### src/rtl/reorder_rd_ctrl.sv
// ---------------------------------------------------------------------------
// reorder_rd_ctrl
//   Read-side controller for the FFT re-order memory. Once the write side has
//   filled a bank in natural order, this block reads that bank back in
//   digit-reversed order. It ping-pongs between two banks and emits output
//   framing that lines up with the memory read latency.
//
// Ports
//   clk        clock
//   rst_n      asynchronous active-low reset
//   wr_done    one-cycle pulse: a frame is complete in the bank not being read
//   RDMA       registered read address, digit_reverse(cnt)
//   rd_en      registered memory read enable
//   rd_bank    bank currently being read (0/1)
//   out_valid  memory read data valid (rd_en delayed by RD_LAT)
//   out_sop    first sample of a frame, coincident with out_valid
//   out_eop    last sample of a frame, coincident with out_valid
//   busy       controller is not idle
//   overrun    sticky: a frame request was dropped
// ---------------------------------------------------------------------------
module reorder_rd_ctrl #(
  parameter int DIGIT_WIDTH = 3,
  parameter int NUM_DIGITS  = 3,
  parameter int RD_LAT      = 2
) (
  input  logic                              clk,
  input  logic                              rst_n,
  input  logic                              wr_done,
  output logic [DIGIT_WIDTH*NUM_DIGITS-1:0] RDMA,
  output logic                              rd_en,
  output logic                              rd_bank,
  output logic                              out_valid,
  output logic                              out_sop,
  output logic                              out_eop,
  output logic                              busy,
  output logic                              overrun
);

  localparam int AW = DIGIT_WIDTH * NUM_DIGITS;
  localparam int FW = (RD_LAT > 1) ? $clog2(RD_LAT) : 1;
  localparam logic [AW-1:0] CNT_LAST   = '1;
  localparam logic [FW-1:0] FLUSH_LAST = FW'(RD_LAT - 1);

  typedef enum logic [1:0] {
    IDLE,
    READ,
    FLUSH
  } state_t;

  state_t          state, state_nxt;
  logic [AW-1:0]   cnt, cnt_nxt;
  logic [FW-1:0]   flush_cnt, flush_cnt_nxt;
  logic            pending, pending_nxt;
  logic            overrun_nxt;
  logic            rd_en_nxt;
  logic            bank_nxt;
  logic            start;

  // Digit k of the natural index becomes digit NUM_DIGITS-1-k of the
  // address; bit order inside a digit is kept.
  function automatic logic [AW-1:0] digit_reverse(input logic [AW-1:0] a);
    logic [AW-1:0] r;
    r = '0;
    for (int k = 0; k < NUM_DIGITS; k++) begin
      r[(NUM_DIGITS-1-k)*DIGIT_WIDTH +: DIGIT_WIDTH] = a[k*DIGIT_WIDTH +: DIGIT_WIDTH];
    end
    return r;
  endfunction

  // Next-state logic. A new frame starts from IDLE on wr_done, or without
  // a gap at the end of a frame / end of the drain when a request is queued.
  always_comb begin
    // NOTE: every signal gets a default first so no path through the case
    // leaves one unassigned, which would infer a latch.
    state_nxt     = state;
    cnt_nxt       = cnt;
    flush_cnt_nxt = flush_cnt;
    pending_nxt   = pending;
    overrun_nxt   = overrun;
    rd_en_nxt     = 1'b0;
    bank_nxt      = rd_bank;
    start         = 1'b0;

    unique case (state)
      IDLE: begin
        if (wr_done) start = 1'b1;
      end
      READ: begin
        rd_en_nxt = 1'b1;
        cnt_nxt   = cnt + 1'b1;
        if (cnt == CNT_LAST) begin
          if (pending || wr_done) begin
            start = 1'b1;
          end else begin
            state_nxt     = FLUSH;
            rd_en_nxt     = 1'b0;
            cnt_nxt       = '0;
            flush_cnt_nxt = '0;
          end
        end
      end
      FLUSH: begin
        flush_cnt_nxt = flush_cnt + 1'b1;
        if (flush_cnt == FLUSH_LAST) begin
          if (pending || wr_done) start = 1'b1;
          else                    state_nxt = IDLE;
        end
      end
      default: state_nxt = IDLE;
    endcase

    if (start) begin
      state_nxt   = READ;
      cnt_nxt     = '0;
      rd_en_nxt   = 1'b1;
      bank_nxt    = ~rd_bank;
      // A queued request is consumed here; a wr_done in this same cycle
      // re-arms it (only possible when pending was the trigger).
      pending_nxt = pending && wr_done;
    end else if (wr_done && (state != IDLE)) begin
      if (pending) overrun_nxt = 1'b1;
      else         pending_nxt = 1'b1;
    end
  end

  // NOTE: sequential state uses non-blocking assignments so every register
  // samples the pre-edge values, independent of statement order.
  always_ff @(posedge clk or negedge rst_n) begin
    if (!rst_n) begin
      state     <= IDLE;
      cnt       <= '0;
      flush_cnt <= '0;
      pending   <= 1'b0;
      overrun   <= 1'b0;
      rd_en     <= 1'b0;
      RDMA      <= '0;
      rd_bank   <= 1'b1;   // first toggle selects bank 0
    end else begin
      state     <= state_nxt;
      cnt       <= cnt_nxt;
      flush_cnt <= flush_cnt_nxt;
      pending   <= pending_nxt;
      overrun   <= overrun_nxt;
      rd_en     <= rd_en_nxt;
      RDMA      <= digit_reverse(cnt_nxt);
      rd_bank   <= bank_nxt;
    end
  end

  // Framing pipeline: rd_en and its frame markers travel RD_LAT stages so
  // they line up with the memory data. Stage RD_LAT-1 drives the outputs.
  logic [RD_LAT-1:0] valid_sr, sop_sr, eop_sr;

  // NOTE: the framing shift registers are reset along with the control
  // state so a reset mid-frame can never emit a stale sop/eop afterwards.
  always_ff @(posedge clk or negedge rst_n) begin
    if (!rst_n) begin
      valid_sr <= '0;
      sop_sr   <= '0;
      eop_sr   <= '0;
    end else begin
      valid_sr[0] <= rd_en;
      sop_sr[0]   <= rd_en && (cnt == '0);
      eop_sr[0]   <= rd_en && (cnt == CNT_LAST);
      for (int i = 1; i < RD_LAT; i++) begin
        valid_sr[i] <= valid_sr[i-1];
        sop_sr[i]   <= sop_sr[i-1];
        eop_sr[i]   <= eop_sr[i-1];
      end
    end
  end

  assign out_valid = valid_sr[RD_LAT-1];
  assign out_sop   = sop_sr[RD_LAT-1];
  assign out_eop   = eop_sr[RD_LAT-1];
  assign busy      = (state != IDLE);

endmodule
### config.mk
export PLATFORM = sky130hd
export DESIGN_NAME = reorder_rd_ctrl
export DESIGN_NICKNAME = d
export VERILOG_FILES = /design/src/rtl/reorder_rd_ctrl.sv
export SDC_FILE = /design/constraint.sdc
export NUM_CORES = 1
export LEC_CHECK = 0
export BUFFER_PORTS_ARGS = -buffer_cell sky130_fd_sc_hd__buf_2
export CAP_MARGIN = 15
export CORE_ASPECT_RATIO = 1.2
export CORE_MARGIN = 2
export CORE_UTILIZATION = 49
export DETAILED_ROUTE_END_ITERATION = 12
export HOLD_SLACK_MARGIN = 0.05
export PLACE_DENSITY_LB_ADDON = 0.08
export SETUP_SLACK_MARGIN = 0.15
export SLEW_MARGIN = 10
export SYNTH_ARGS = -nofsm -noshare
export SYNTH_HDL_FRONTEND = slang
export SYNTH_SLANG_ARGS = --single-unit
### constraint.sdc
create_clock -name clk -period 2.1 [get_ports clk]
set_input_delay 0.315 -clock clk [delete_from_list [all_inputs] [get_ports clk]]
set_output_delay 0.315 -clock clk [all_outputs]
set_load 0.01 [all_outputs]
* Word-level counts from Yosys, hierarchy flattened
Index checks and enable logic that the tools add are counted.
Operators by class: eq/ne operators 10, bitwise logic cells 2, add/subtract/negate cells 2, reductions and logical operators 13, multiplexer cells 23
Operators with widths (count):
- $mux 9 | 4
- $ne 3x3->1 const B | 4
- $mux 1 | 11
- $mux 2 | 5
- $add 9x1->9 const B | 1
- $eq 9x9->1 const B | 1
- $logic_not 9->1 | 1
- $ne 2x2->1 const B | 3
- $pmux 2 s3 | 1
- $reduce_and 3->1 | 2
- $reduce_bool 2->1 | 3
- $reduce_and 5->1 | 1
- $logic_and 1x1->1 | 4
- $pmux 1 s3 | 1
- $eq 2x1->1 const B | 1
- $eq 2x2->1 const B | 1
- $logic_not 2->1 | 1
- $not 1->1 | 2
- $pmux 1 s2 | 1
- $add 1x1->1 const B | 1
- $logic_or 1x1->1 | 1
Word-level totals: register bits 31, bits of input ports 3

* Depth between registers and ports, before layout
Gate-level depths: netlist (run 1).
depth after elaboration 6, mapped depth 10, depth with buffers taken out 9

* Worst setup path after synthesis (run 1)
OpenSTA, ideal clock, no wires.
kind flip-flop to flip-flop, start point register cnt[0], end point register cnt[5], clock period less this slack 2138 ps, arrival 2056 ps, data required time 2019 ps, slack -38 ps, setup time 81 ps, stages on the path, launching flop included 11, path through dfrtp_1 -> ha_1 -> and3_1 -> nand3_1 -> nor2_1 -> ha_1 -> or3b_1 -> buf_6 -> nand2_4 -> or3_1 -> a31oi_2
On the way: cells in the longest elaborated chain, start to end 5
RTL lines:
- start, declared | line 51 | logic [AW-1:0] cnt, cnt_nxt;
- start signal, assigned | line 140 | cnt <= cnt_nxt;
- $add 9x1->9 | line 90 | cnt_nxt = cnt + 1'b1;
- $mux 9 | line 92 | if (pending || wr_done) begin
- $mux 9 | line 91 | if (cnt == CNT_LAST) begin
- $mux 9 | line 84 | unique case (state)
- $mux 9 * | line 112 | if (start) begin
Every way passes the cells marked *; elsewhere a longest branch is shown, timed or not. A chain may end at the register's enable or synchronous reset.

* Worst setup path in the final report (run 1)
start point register cnt[0], end point register cnt[4]
Same word-level chain as after synthesis.

==> results of run 1 <==
==> placed cells by master (no fill, tap or decap), drive strengths merged, types with 3 or more instances in the layout <==
master,netlist,final
or3,3,3
dfrtp,21,21
clkbuf,1,4
a21oi,6,6
nor2,3,3
nand2,11,11
a31oi,5,5
inv,6,6
o21ai,4,4
ha,7,7
or2b,3,3
nand3,7,7
or3b,2,3
buf,2,37
==> flip-flops by register name (all words and copies together), names as in the netlist <==
signal     flops
cnt            8
eop_sr         2
sop_sr         2
state          2
valid_sr       2
RDMA           1
flush_cnt      1
overrun        1
pending        1
rd_bank        1
rd_en          1
==> logic make-up (layout without fill, tap and decap cells) <==
group                      count (synthesis)  in the layout  share of synthesized area [%]
AOI/OAI and AO/OA                         20             20                           13.0
xor gates and xnor gates                   1              1                          0.771
buffers and inverters                      9             48                           4.29
muxes                                      3              3                           2.75
DFF                                       22             22                           48.6
and+or+nand+nor                           44             45                           22.9
adders and majority gates                  7              7                           7.71
==> timing repair <==
action	4_1_cts	5_1_grt
setup endpoints to repair	14	15
endpoints found under the hold margin	21	0
cloned	1	0
hold buffers	1	0
buffers inserted	3	3
pin swaps	10	8
gates resized for setup	12	10
==> layout make-up <==
| type | count | area share (%) |
|---|---|---|
| multi-input cells | 76 | 41.7 |
| inverters | 6 | 1.45 |
| flip-flops and latches | 22 | 35.5 |
| clock buffers | 4 | 2.33 |
| repair buffers | 38 | 16.5 |
| well taps | 31 | 2.49 |
==> worst max-delay path by stage <==
stage,to,from,cells after the start
floorplan,state[0],cnt[1],10
global route,cnt[1],cnt[1],10
detailed placement,state[0],cnt[1],9
CTS,state[0],cnt[1],9
finish,cnt[4],cnt[0],10
global placement,state[0],cnt[1],9
==> per-layer routing <==
metal	GRT usage [%]	wire length [um]
met1	31.4	1200
met2	34.3	1420
met3	3.54	91
met4	10.0	104
met5	0	0
==> where the power goes <==
part           switching, mW  internal [mW]
logic                  0.424          0.351
clock network          0.126          0.106
registers              0.119          0.552
==> results.toml, run 1 <==
[sta]
maxSlewHeadroom_pct = 68.1
slew_violations = 0
fin_tns_setup_ns = 0
fin_crit_sh_pct = 97.6
setup_ws_ns = 0.0508
period_needed_ns = 2.05
setup_viol = 0
worst_slew_pin_slew_ns = 0.478
holdWs_ns = 0.361
timing.fmax_mhz = 488
hold_viol = 0
rsz0062_at_grt = "yes"
skew_ns = 0.00635

[setup_path]
r2r_cells = 10
r2r_start = "cnt[0]"
startpoint_type = "flop"
crit_top_cell = "ha_4"
path_cells = "ha_4, and3_4, nand3_4, nor2_4, ha_4, mux2_4, a31oi_4, a21oi_4, buf_6, a311oi_2"
critPathSlowestCell = "dfrtp_2"
cp_slowest_stage_delay_ns = 0.45
cp_data_required_time_ns = 2.32
cp_top_family = "flip-flops"
endpoint_kind = "flop"
rrSetupSlack_ns = 0.05
cp.arrival_ns = 2.27
timing.rr.end = "cnt[4]"
worstPathMaxFanout = 5
crit_type = "reg2reg"
critPathBufInv = 1

[synthesis]
syn_inst = 106
yosysSeqAreaShare_pct = 48.6
synth_seq_cells = 22
synth_fp_nets = 116
synth.largest_area_cell = "dfrtp_1"
yosysWarnings = 0
synth_most_common_cell = "dfrtp_1"
synthTopCellsByArea = "dfrtp_1, ha_1, nand2_1, nand3_1, dfstp_2"
synth_ff_type = "dfrtp_1"
ys_types = 39
synth_area_um2 = 1140
async_flop_share_pct = 100
synth_top_area_share_pct = 46.3
syn_area_per_cell_um2 = 10.7
synth_common_cells = "dfrtp_1, nand2_1, ha_1, nand3_1, inv_1"
synth_edf_count = 0

[floorplan]
die_w_um = 48.0
start_util_pct = 50.8
rows = 19
core_area_um2 = 2230
ios = 19
fp.dieH_um = 56.7
dieArea_um2 = 2720

[clock_tree]
htreeDepth = 1
clk_latency_ns = 0.31
cts-root-buf = "clkbuf_4"
numCtsBuffers = 3
cts_sinks = 22
clk_pin_slew_ns = 0.12
clockBufferDepth = 2
cts_tree = "done"

[placed_design]
gp_congestion = 0.793
place_area_um2 = 1350
hpwlAfterDp_um = 1820
place_ws_ns = -0.109
dp_cells = 165
io_buffer_count = 18

[power_and_ir_drop]
p_leak_nw = 0.715
ir_drop_mv = 0.806
p_per_area_nw_per_um2 = 1080
p_total_mw = 1.68

[global_route]
grt_max_degree = 23
grt_pass1_wl_um = 4480
grt_pass1_vias = 964
overflow = 0
gr-usage-all-layers_pct = 22.9
antenna_found_initial = 0

[detailed_routing]
ant_nets = 0
drtIter0Drc = 40
drc = 0
vias = 981
wl_per_cell_um = 15.9
drt-vias-per-instance = 5.54
drt_pass1_iterations = 4
wl_um = 2810

[layout]
syn_to_final_growth_pct = 37.1
diodes = 0
multi_input_area_um2 = 649
fin_nets = 157
drive_gt1_share_pct = 43.2
fillCellCount = 191
finalNonFillerCells = 177
postLayoutCoreUtil_pct = 69.7
seq_area_um2 = 553
final_cell_area_um2 = 1560

[outcome]
status = "complete, no violations"

[worst_hold_path]
hold_class = "in2reg"
hold_depth = 2
hold_start = "wr_done"
hold_end = "pending"

[run]
max_cap_violations = 0
Power figures use the tool's default switching activity.
==> inputs of run 2 (changes only) <==
--- a/config.mk
+++ b/config.mk
@@ -7,7 +7,6 @@
 export LEC_CHECK = 0
 export BUFFER_PORTS_ARGS = -buffer_cell sky130_fd_sc_hd__buf_2
 export CAP_MARGIN = 15
-export CORE_ASPECT_RATIO = 1.2
 export CORE_MARGIN = 2
 export CORE_UTILIZATION = 49
 export DETAILED_ROUTE_END_ITERATION = 12
==> run 2 against run 1 <==
Compared with the run above: die area about the same; design area down 2.7%; final cell count down 2.8%.
==> results.toml, run 2 (synthesized netlist as in run 1, its figures left out) <==
[sta]
rsz0062_at_grt = "yes"
slew_violations = 0
period_needed_ns = 2.04
hold_viol = 0
fin_crit_sh_pct = 96.9
holdWs_ns = 0.353
maxSlewHeadroom_pct = 67.1
setup_viol = 0
setup_ws_ns = 0.0641
timing.fmax_mhz = 491
worst_slew_pin_slew_ns = 0.494
skew_ns = 0.0111

[layout]
largest_reg_flops = 8
most-common-layout-cells = "dfrtp_1, buf_2, buf_4"
diodes = 0
regMostFlops = "cnt"
finalNonFillerCells = 172
drive_gt1_share_pct = 39.6
final_common_cell = "dfrtp_1"
multi_input_area_um2 = 629
postLayoutCoreUtil_pct = 68.6
seq_area_um2 = 553
fin_nets = 155
syn_to_final_growth_pct = 33.5
fillCellCount = 189

[clock_tree]
numCtsBuffers = 3
cts_sinks = 22
htreeDepth = 1
cts_tree = "done"
cts-root-buf = "clkbuf_4"
clockBufferDepth = 2
clk_pin_slew_ns = 0.13
clk_latency_ns = 0.30

[detailed_routing]
vias = 943
ant_nets = 0
drtIter0Drc = 20
drt_pass1_iterations = 4
drt-vias-per-instance = 5.48
drc = 0
wl_per_cell_um = 15.0
wl_um = 2570

[power_and_ir_drop]
p_total_mw = 1.58
p_leak_nw = 0.694
ir_drop_mv = 0.594
p_per_area_nw_per_um2 = 1040

[floorplan]
dieArea_um2 = 2720
start_util_pct = 51.4
die_w_um = 52.2
rows = 17
ios = 19
fp.dieH_um = 52.2
core_area_um2 = 2210

[outcome]
status = "complete, no violations"

[setup_path]
worstPathMaxFanout = 8
path_cells = "ha_4, and3_4, nand3_4, nor2_4, ha_4, or3b_4, nand2_4, a21oi_1, or2_1"
cp-startpoint = "cnt[1]"
r2r_start = "cnt[1]"
cp_slowest_stage_delay_ns = 0.44
endpoint_kind = "flop"
critPathSlowestCell = "or3b_4"
startpoint_type = "flop"
cp.arrival_ns = 2.24
crit_type = "reg2reg"
cp_data_required_time_ns = 2.31
crit_top_cell = "ha_4"

[placed_design]
hpwlAfterDp_um = 1710
dp_cells = 164
io_buffer_count = 18
gp_congestion = 0.825
place_ws_ns = -0.0102

[global_route]
grt_max_degree = 23
grt_pass1_wl_um = 4240
gr-usage-all-layers_pct = 21.0
overflow = 0
antenna_found_initial = 0
grt_pass1_vias = 963

[run]
max_cap_violations = 0

[worst_hold_path]
hold_start = "wr_done"
hold_class = "in2reg"
## run 2: layer usage
layer	GRT usage (%)	vias to the layer above	share of wire (%)
met5	0	-	0
met4	7.69	0	1.6
met3	2.59	4	3.4
met2	36.3	25	48
met1	26.8	458	46
li1	-	456	-
## run 2: area by class of cell
cell class,count,share of cell area [%]
well taps,28,2.31
repair buffers,37,16.5
clock buffers,4,1.73
multi-input cells,75,41.5
inverters,6,1.49
flip-flops and latches,22,36.5
## run 2: critical path, delay by kind of cell (launching register included)
kind / cells / cell delay (ns)
flops: 1 / 0.41
simple gates: 6 / 1.18
compound gates: 1 / 0.06
fa+ha+maj: 2 / 0.30
## run 2: where the power goes
group | internal [mW] | switching (mW) | total, mW
combinational | 0.323 | 0.396 | 0.719
sequential | 0.552 | 0.112 | 0.665
clock | 0.0739 | 0.124 | 0.198
total | 0.949 | 0.632 | 1.58
## run 2: what timing repair did
action	in CTS	in global routing
endpoints found under the hold margin	21	0
resized for setup	11	8
hold buffers	1	0
endpoints found under the setup margin	15	16
pin swaps	6	5
buffers inserted	2	1
## run 2: path summary, 6_finish.rpt
check	to	slack, ns	cells after the start
max in group asynchronous	rd_bank	1.23	2
min	pending	0.35	2
max	state[0]	0.06	9
min in group asynchronous	cnt[7]	0.50	2
min reg2reg	valid_sr[1]	0.36	0
max reg2reg	state[0]	0.06	9
## run 2: metrics by stage
| step | area [um2] | TNS (ns) |
|---|---|---|
| after floorplan | 1150 | 0 |
| after global placement | 1360 | 0 |
| after detailed placement | 1360 | -0.0102 |
| after CTS | 1470 | 0 |
| after global routing | 1520 | -0.0359 |
| final | 1520 | 0 |
==> inputs of run 3 (changes only) <==
--- a/config.mk
+++ b/config.mk
@@ -7,8 +7,7 @@
 export LEC_CHECK = 0
 export BUFFER_PORTS_ARGS = -buffer_cell sky130_fd_sc_hd__buf_2
 export CAP_MARGIN = 15
-export CORE_MARGIN = 2
-export CORE_UTILIZATION = 49
+export CORE_UTILIZATION = 58
 export DETAILED_ROUTE_END_ITERATION = 12
 export HOLD_SLACK_MARGIN = 0.05
 export PLACE_DENSITY_LB_ADDON = 0.08
==> constraint.sdc (replaced) <==
create_clock -name clk -period 2.35 [get_ports clk]
set_input_delay 0.3525 -clock clk [delete_from_list [all_inputs] [get_ports clk]]
set_output_delay 0.3525 -clock clk [all_outputs]
set_load 0.01 [all_outputs]
==> run 3 against run 2 <==
Compared with the run above: via count grew 8.5%; power shrank 3.8%; design area decreased by 1.9%.
==> results.toml, run 3 (synthesized netlist as in run 1, its figures left out) <==
[outcome]
status = "complete, no violations"

[floorplan]
fp.dieH_um = 46.3
core_area_um2 = 1780
dieArea_um2 = 2140
die_w_um = 46.3
rows = 15
ios = 19
start_util_pct = 63.7

[detailed_routing]
wl_per_cell_um = 17.2
drt_pass1_iterations = 5
ant_nets = 0
drtIter0Drc = 35
drc = 0
vias = 1023
drt-vias-per-instance = 6.24
wl_um = 2810

[global_route]
overflow = 0
grt_pass1_wl_um = 3660
grt_max_degree = 23
antenna_found_initial = 0
grt_pass1_vias = 825
gr-usage-all-layers_pct = 24.5

[layout]
fillCellCount = 90
largest_reg_flops = 8
regMostFlops = "cnt"
most-common-layout-cells = "dfrtp_1, buf_2, nand2_1, buf_4"
diodes = 0
final_cell_area_um2 = 1490
finalNonFillerCells = 164
final_common_cell = "dfrtp_1"
drive_gt1_share_pct = 36.0
postLayoutCoreUtil_pct = 83.4
syn_to_final_growth_pct = 30.9
fin_nets = 150

[setup_path]
startpoint_type = "flop"
crit_top_cell = "ha_4"
critPathBufInv = 1
cp_top_family = "simple AND/OR/NAND/NOR gates"
cp_data_required_time_ns = 2.54
endpoint_kind = "flop"
cp.arrival_ns = 2.40
crit_type = "reg2reg"
worstPathMaxFanout = 6
cp_slowest_stage_delay_ns = 0.45
path_cells = "ha_4, and3_4, nand3_4, nor2_4, ha_4, mux2_4, a31oi_4, a21oi_4, buf_2, or2_1"
critPathSlowestCell = "dfrtp_1"

[sta]
period_needed_ns = 2.21
fin_crit_sh_pct = 94.1
rsz0062_at_grt = "yes"
fin_tns_setup_ns = 0
skew_ns = 0.0120
slew_violations = 0
maxSlewHeadroom_pct = 64.9
setup_viol = 0
worst_slew_pin_slew_ns = 0.527
hold_viol = 0
timing.fmax_mhz = 452

[clock_tree]
cts_tree = "done"
htreeDepth = 1
cts_sinks = 22
clockBufferDepth = 2
clk_pin_slew_ns = 0.12
cts-root-buf = "clkbuf_4"
clk_latency_ns = 0.30
numCtsBuffers = 3

[power_and_ir_drop]
ir_drop_mv = 0.748
p_leak_nw = 0.674
p_per_area_nw_per_um2 = 1020

[placed_design]
hpwlAfterDp_um = 1600
place_area_um2 = 1260
gp_congestion = 0.915
io_buffer_count = 18
dp_cells = 150

[run]
max_cap_violations = 0

[worst_hold_path]
hold_class = "reg2reg"
[run 3: cell types whose count changed in the layout (fill, tap and decap cells not counted), moves of 2 or more]
| cell | before | now |
|---|---|---|
| buf_6 | 4 | 2 |
| o21ai_0 | 1 | 4 |
| buf_4 | 14 | 9 |
| o21ai_1 | 3 | 0 |
[run 3: report_power, final]
| part | total, mW | switching, mW | leakage (nW) | internal (mW) |
|---|---|---|---|---|
| Sequential | 0.600 | 0.108 | 0.272 | 0.492 |
| Clock | 0.282 | 0.110 | 0.0279 | 0.172 |
| Combinational | 0.639 | 0.368 | 0.375 | 0.271 |
[run 3: layer usage]
metal | vias up | global-route usage, % | part of all wire (%)
li1 | 447 | - | -
met4 | 0 | 7.06 | 4.6
met1 | 493 | 30.1 | 37
met2 | 63 | 43.7 | 50
met3 | 20 | 3.92 | 8.0
met5 | - | 0 | 0
[run 3: repair_timing]
action / 4_1_cts / 5_1_grt
gates cloned: 0 / 2
gates resized for setup: 4 / 14
hold endpoints to repair: 21 / 0
setup buffers: 0 / 7
pin swaps: 1 / 4
endpoints found under the setup margin: 9 / 15
hold buffers: 1 / 0
[run 3: final cells by class]
type                       count  area (um2)  share of cell area [%]
multi-input combinational     76         634                    42.6
inverter                       6        22.5                    1.51
timing repair buffer          31         195                    13.1
clock buffer                   3        22.5                    1.51
tap                           25        31.3                    2.10
clock inverter                 1        30.0                    2.02
sequential                    22         552                    37.1
[run 3: per-stage QoR]
step	power, mW	setup slack, ns	hold WS [ns]
after floorplan	0.936	0.212	0.0569
after global placement	1.11	0.112	0.327
after detailed placement	1.13	0.0631	0.333
after CTS	1.42	0.151	0.341
after global routing	1.63	0.0639	0.373
final	1.52	0.139	0.367
[run 3: path summary, 6_finish.rpt]
check | end | cells after the start | slack [ns] | from
worst min register to register | eop_sr[1] | 0 | 0.37 | eop_sr[0]
worst max register to register | state[0] | 10 | 0.14 | cnt[1]
max in group asynchronous | rd_bank | 2 | 1.47 | rst_n
worst max-delay path | state[0] | 10 | 0.14 | cnt[1]
worst min-delay path | eop_sr[1] | 0 | 0.37 | eop_sr[0]
min in group asynchronous | eop_sr[1] | 2 | 0.52 | rst_n
